## src/rtl/seg7_pkg.sv

```systemverilog
// Shared constants for the 7-segment capture block: glyph patterns ({s6..s0},
// active-low), special nibble codes and the frame FSM encoding.
package seg7_pkg;

  localparam logic [6:0] GLYPH_0     = 7'h08;
  localparam logic [6:0] GLYPH_1     = 7'h6D;
  localparam logic [6:0] GLYPH_2     = 7'h22;
  localparam logic [6:0] GLYPH_3     = 7'h24;
  localparam logic [6:0] GLYPH_4     = 7'h45;
  localparam logic [6:0] GLYPH_5     = 7'h14;
  localparam logic [6:0] GLYPH_6     = 7'h10;
  localparam logic [6:0] GLYPH_7     = 7'h2D;
  localparam logic [6:0] GLYPH_8     = 7'h00;
  localparam logic [6:0] GLYPH_9     = 7'h04;
  localparam logic [6:0] GLYPH_BLANK = 7'h7F;

  localparam logic [3:0] BLANK = 4'hF;
  localparam logic [3:0] ERR   = 4'hE;

  typedef enum logic {
    SCAN = 1'b0,
    HOLD = 1'b1
  } state_e;

endpackage

```

## src/rtl/seg7_to_bcd.sv

```systemverilog
// Combinational glyph decoder: active-low segment pattern to BCD nibble.
// Unknown patterns decode to ERR with the error flag set.
import seg7_pkg::*;

module seg7_to_bcd (
  input  logic [6:0] pattern_i,
  output logic [3:0] nibble_o,
  output logic       err_o
);

  always_comb begin
    nibble_o = ERR;
    err_o    = 1'b0;
    case (pattern_i)
      GLYPH_0:     nibble_o = 4'h0;
      GLYPH_1:     nibble_o = 4'h1;
      GLYPH_2:     nibble_o = 4'h2;
      GLYPH_3:     nibble_o = 4'h3;
      GLYPH_4:     nibble_o = 4'h4;
      GLYPH_5:     nibble_o = 4'h5;
      GLYPH_6:     nibble_o = 4'h6;
      GLYPH_7:     nibble_o = 4'h7;
      GLYPH_8:     nibble_o = 4'h8;
      GLYPH_9:     nibble_o = 4'h9;
      GLYPH_BLANK: nibble_o = BLANK;
      default:     err_o    = 1'b1;
    endcase
  end

endmodule

```

## src/rtl/seg7_capture.sv

```systemverilog
// Snoops a multiplexed 4-digit 7-segment display bus, debounces each digit
// and hands complete frames to a consumer over a valid/ready handshake.
import seg7_pkg::*;

module seg7_capture #(
  parameter int STABLE_CYCLES = 4
) (
  input  logic        clk,
  input  logic        rst_n,
  input  logic [6:0]  seg,
  input  logic [3:0]  an,
  output logic [15:0] bcd,
  output logic [3:0]  digit_err,
  output logic        out_valid,
  input  logic        out_ready,
  output logic        overrun
);

  // Commit fires on the equal-comparison that makes the run STABLE_CYCLES long.
  localparam logic [7:0] COMMIT_AT = 8'(STABLE_CYCLES - 2);

  logic [10:0] sample_q, prev_q;
  logic [7:0]  cnt_q, cnt_d;
  logic [3:0]  slot_nib_q [4];
  logic [3:0]  slot_nib_d [4];
  logic [3:0]  slot_err_q, slot_err_d;
  logic [3:0]  seen_q, seen_d;
  logic [3:0]  hit;
  logic [15:0] bcd_q;
  logic [3:0]  digit_err_q;
  logic        out_valid_q, overrun_q;
  state_e      state_q;

  logic [3:0]  sample_an;
  logic [6:0]  sample_seg;
  logic        addressable, same, commit, frame_done, handshake;
  logic [3:0]  dec_nib;
  logic        dec_err;
  logic [15:0] frame_bcd;

  assign sample_an   = sample_q[10:7];
  assign sample_seg  = sample_q[6:0];
  assign addressable = sample_an inside {4'b1110, 4'b1101, 4'b1011, 4'b0111};
  assign same        = (sample_q == prev_q);
  assign commit      = addressable && same && (cnt_q == COMMIT_AT);
  assign handshake   = out_valid_q && out_ready;

  always_comb begin
    cnt_d = 8'd0;
    if (addressable && same)
      cnt_d = (cnt_q == 8'hFF) ? cnt_q : cnt_q + 8'd1;
  end

  seg7_to_bcd u_dec (
    .pattern_i (sample_seg),
    .nibble_o  (dec_nib),
    .err_o     (dec_err)
  );

  generate
    for (genvar gi = 0; gi < 4; gi++) begin : g_slot
      assign hit[gi]        = commit && !sample_an[gi];
      assign seen_d[gi]     = seen_q[gi] | hit[gi];
      assign slot_nib_d[gi] = hit[gi] ? dec_nib : slot_nib_q[gi];
      assign slot_err_d[gi] = hit[gi] ? dec_err : slot_err_q[gi];
    end
  endgenerate

  // Frame completion looks at this cycle's commit too, so a 4th commit and a
  // handshake landing together are resolved in the same edge.
  assign frame_done = &seen_d;
  assign frame_bcd  = {slot_nib_d[3], slot_nib_d[2], slot_nib_d[1], slot_nib_d[0]};

  always_ff @(posedge clk) begin
    if (!rst_n) begin
      sample_q    <= '1;
      prev_q      <= '1;
      cnt_q       <= 8'd0;
      slot_nib_q  <= '{default: 4'h0};
      slot_err_q  <= 4'h0;
      seen_q      <= 4'h0;
      bcd_q       <= 16'h0000;
      digit_err_q <= 4'h0;
      out_valid_q <= 1'b0;
      overrun_q   <= 1'b0;
      state_q     <= SCAN;
    end else begin
      sample_q   <= {an, seg};
      prev_q     <= sample_q;
      cnt_q      <= cnt_d;
      slot_nib_q <= slot_nib_d;
      slot_err_q <= slot_err_d;
      seen_q     <= seen_d;
      case (state_q)
        SCAN: begin
          if (frame_done) begin
            bcd_q       <= frame_bcd;
            digit_err_q <= slot_err_d;
            out_valid_q <= 1'b1;
            seen_q      <= 4'h0;
            state_q     <= HOLD;
          end
        end
        HOLD: begin
          if (handshake) begin
            if (frame_done) begin
              bcd_q       <= frame_bcd;
              digit_err_q <= slot_err_d;
              seen_q      <= 4'h0;
            end else begin
              out_valid_q <= 1'b0;
              state_q     <= SCAN;
            end
          end else if (frame_done) begin
            overrun_q <= 1'b1;
            seen_q    <= 4'h0;
          end
        end
        default: state_q <= SCAN;
      endcase
    end
  end

  assign bcd       = bcd_q;
  assign digit_err = digit_err_q;
  assign out_valid = out_valid_q;
  assign overrun   = overrun_q;

endmodule

```

## config.mk

```make
export PLATFORM = sky130hd
export DESIGN_NAME = seg7_capture
export DESIGN_NICKNAME = d
export VERILOG_FILES = /design/src/rtl/seg7_pkg.sv /design/src/rtl/seg7_to_bcd.sv /design/src/rtl/seg7_capture.sv
export SDC_FILE = /design/constraint.sdc
export NUM_CORES = 1
export LEC_CHECK = 0
export ABC_AREA = 1
export BUFFER_PORTS_ARGS = -buffer_cell sky130_fd_sc_hd__buf_2
export CORE_MARGIN = 1
export CORE_UTILIZATION = 52
export CTS_CLUSTER_DIAMETER = 60
export DETAILED_ROUTE_END_ITERATION = 7
export PLACE_DENSITY = 0.75
export SLEW_MARGIN = 20
export SYNTH_ARGS = -nofsm -noshare
export SYNTH_HDL_FRONTEND = slang
export SYNTH_SLANG_ARGS = --single-unit
export TNS_END_PERCENT = 1
```

## constraint.sdc

```tcl
create_clock -name clk -period 1.8 [get_ports clk]
set_input_delay 0.09 -clock clk [delete_from_list [all_inputs] [get_ports clk]]
set_output_delay 0.09 -clock clk [all_outputs]
set_load 0.01 [all_outputs]
```

==> reports/qor.csv <==
stage;metric;value;unit
worst_setup_path;crit_arrival;2270;ps
power_and_ir_drop;p_leak;0.002190;uW
logic_synthesis;yosys_warnings;0;
place;routabilityCongestion;0.8879;
floorplan;rows;29;
timing;tightest_slew;350.5;ps
drt;drc_errors;0;
timing;fmax;498.6;MHz
place;io_buffers;35;
worst_hold_path;worstHoldPathType;primary input to flop;
floorplan;die_w;83.61;microns
floorplan;start_util;0.5423;
power_and_ir_drop;vdd_drop_max;0.5571;mV
timing;rsz0062_at_grt;true;
cells_and_area;fin_util;0.7394;
timing;layout_worst_path_cycle_share;1.114;
power_and_ir_drop;internal-power;2398;uW
clock_network;clk_pin_slew;100;ps
global_route;track_usage;0.2372;
worst_setup_path;crit_path_end_kind;flop;
global_route;antenna_found_initial;0;
cells_and_area;most-common-layout-cells;nand2_1, buf_4, nor2_1, dfxtp_1, inv_1;
clock_network;cts_num_sinks;77;
floorplan;io_pins;36;
place;place_inst;637;
timing;setup_violations;26;
logic_synthesis;yosys.cell_types.count;34;
clock_network;cts_max_level;3;
power_and_ir_drop;power.share.clock;0.374;
logic_synthesis;synth_nets;493;
timing;setup_tns;-2670;ps
flow_run;drv_cap;0;
worst_setup_path;critPathLaunchType;flop;
timing;slew_viol_final;0;
global_route;grt_pass1_wl;13550;microns
power_and_ir_drop;pwr-share-seq;0.531;
power_and_ir_drop;p_switching;893.6;uW
drt;dr.pass1.iters;4;
cells_and_area;area_growth_syn_to_layout;36.34;%
timing;hold_viol;0;
drt;avgViaCountPerCell;5.129;
clock_network;cts_tree;built;
worst_setup_path;path_class;flop to flop;
drt;wirelength;8425;microns
power_and_ir_drop;p_sw_frac;0.2715;
clock_network;cts_made_buffers;9;
outcome;status;complete, but fails checks;
logic_synthesis;synth_seq_cells;77;
logic_synthesis;seq_area_frac_synth;0.4451;
cells_and_area;fin_nets;609;
worst_setup_path;crit_path_max_fanout;8;
timing;relSlewSlack;0.7639;
timing;fin_crit;2005;ps
logic_synthesis;syn-cell-area;3463;sq um
cells_and_area;final-instance-count-excl-fill;675;
clock_network;cts_root_buf;clkbuf_8;
cells_and_area;diodes;0;
global_route;grt_pass1_vias;3208;
drt;wire_per_inst;12.48;microns
power_and_ir_drop;combPwrFrac;0.095;
clock_network;clockBufferDepth;2;
timing;layout_setup_ws;-205.4;ps
worst_setup_path;required;2060;ps
drt;vias;3462;
logic_synthesis;syn_avg_cell_area;7.261;sq um
floorplan;die_area;6991;sq um
floorplan;die_h;83.61;microns
cells_and_area;nFillCells;466;
cells_and_area;layout_commonest_cell;nand2_1;
place;dp_hpwl;5434;microns
outcome;violations;negative setup slack;
cells_and_area;drive_gt1_frac;0.3462;
power_and_ir_drop;p_per_area;697.0;nW/um^2
logic_synthesis;postSynthCellCount;477;
floorplan;core-area;6386;sq um
drt;drt_iter0_markers;173;
timing;clock_skew;13.34;ps
global_route;grt_overflow_total;0;
drt;ant_nets;0;
clock_network;worst_skew_pair.late_latency;360;ps
global_route;grt_max_degree;41;
[power by group through the flow]
stage / sequential, uW / clock (uW) / combinational (uW)
finish: 1750 / 1230 / 312
global route: 1750 / 1310 / 342
CTS: 1750 / 1250 / 291
detailed placement: 1790 / 0 / 264
global placement: 1790 / 0 / 259
floorplan: 1790 / 0 / 157
[layer usage]
layer  vias up  track usage  wire length [microns]
met5         -            0                      0
met4         0       0.1109                    197
met3        16      0.03858                    331
met2        87       0.4080                   4223
met1      1615       0.2892                   3673
li1       1744            -                      -
[critical path, stage by stage (launching register included)]
cell and delay, ps:
dfxtp_4 370, inv_2 40, nand2_2 50, nand2_2 60, nor2_1 110, nand2_1 110
nor2_4 170, buf_4 140, nand4_2 80, nand2_2 110, nand2_4 50, nor2_4 100
buf_12 140, clkbuf_16 150, nand3_1 80, nand2_1 90, nor2_1 60
[worst paths after layout]
check	to	start	slack, ps	cells past startpoint
worst min register to register	overrun	overrun	460	2
worst min-delay path	sample_q[3]	seg[3]	450	3
worst max-delay path	bcd[6]	sample_q[1]	-210	16
worst max register to register	bcd[6]	sample_q[1]	-210	16
[cells in the mapped netlist]
master | count | share of area
nor2_4 | 7 | 0.023
nand3_2 | 1 | 0.0029
nor2_8 | 1 | 0.0058
nor2_2 | 1 | 0.0018
or2_2 | 13 | 0.023
a31oi_1 | 1 | 0.0018
buf_1 | 1 | 0.0011
clkbuf_1 | 6 | 0.0065
nor4_1 | 1 | 0.0018
a21oi_1 | 33 | 0.048
xnor2_1 | 3 | 0.0076
inv_2 | 10 | 0.011
inv_1 | 37 | 0.040
o21ai_1 | 8 | 0.012
a211oi_1 | 1 | 0.0022
nand4_1 | 6 | 0.011
nand3_1 | 33 | 0.048
a21boi_0 | 1 | 0.0022
o21ai_0 | 12 | 0.017
nand2_1 | 125 | 0.14
nand3b_1 | 1 | 0.0022
ha_1 | 2 | 0.0072
xor2_1 | 3 | 0.0076
nor4b_1 | 1 | 0.0025
nor2_1 | 66 | 0.072
buf_2 | 2 | 0.0029
o21bai_1 | 1 | 0.0022
nand4_2 | 1 | 0.0036
nand2_4 | 3 | 0.0098
buf_6 | 6 | 0.020
nand2_2 | 6 | 0.011
nand3_4 | 1 | 0.0051
dfxtp_1 | 77 | 0.45
nor3_1 | 6 | 0.0087
[through the flow]
| stage | instance area, sq um | hold slack, ps | setup slack, ps | power [uW] |
|---|---|---|---|---|
| 2_1_floorplan | 3466 | 196.6 | 58.84 | 1943 |
| 3_3_place_gp | 4131 | 274.3 | -53.47 | 2046 |
| 3_5_place_dp | 4131 | 277.1 | -99.43 | 2051 |
| 4_1_cts | 4472 | 441.9 | -63.49 | 3288 |
| 5_1_grt | 4722 | 464.6 | -314.3 | 3400 |
| 6_report | 4722 | 452.3 | -205.4 | 3291 |
[cell type report]
type | count | area, sq um | area share
Clock inverter | 7 | 58.81 | 0.01245
Tap cell | 77 | 96.34 | 0.02040
Timing Repair Buffer | 120 | 943.4 | 0.1998
Inverter | 47 | 176.4 | 0.03736
Multi-Input combinational cell | 338 | 1752 | 0.3710
Clock buffer | 9 | 123.9 | 0.02623
Sequential cell | 77 | 1572 | 0.3328
[state kept, by name (all words and copies together) (netlist names), 4 cells and up]
name / flops
bcd: 16
prev_q: 11
cnt_q: 8
slot_err_q: 4
sample_q: 11
slot_nib_q: 16
seen_q: 4
digit_err: 4
[cell families after synthesis]
logic type	share of synthesized area
xor gates and xnor gates	0.01518
DFF	0.4451
buffers and inverters	0.08092
and+or+nand+nor	0.3667
adders and majority gates	0.007224
AOI/OAI and AO/OA	0.08490
[timing repair]
action	CTS	global route
pin swaps	1	13
resized for setup	11	42
hold buffers	13	0
buffers inserted	0	5
cloned	0	4
endpoints found under the hold margin	13	0
endpoints found under the setup margin	34	48
No activity file was read; power rests on OpenSTA's default activity.
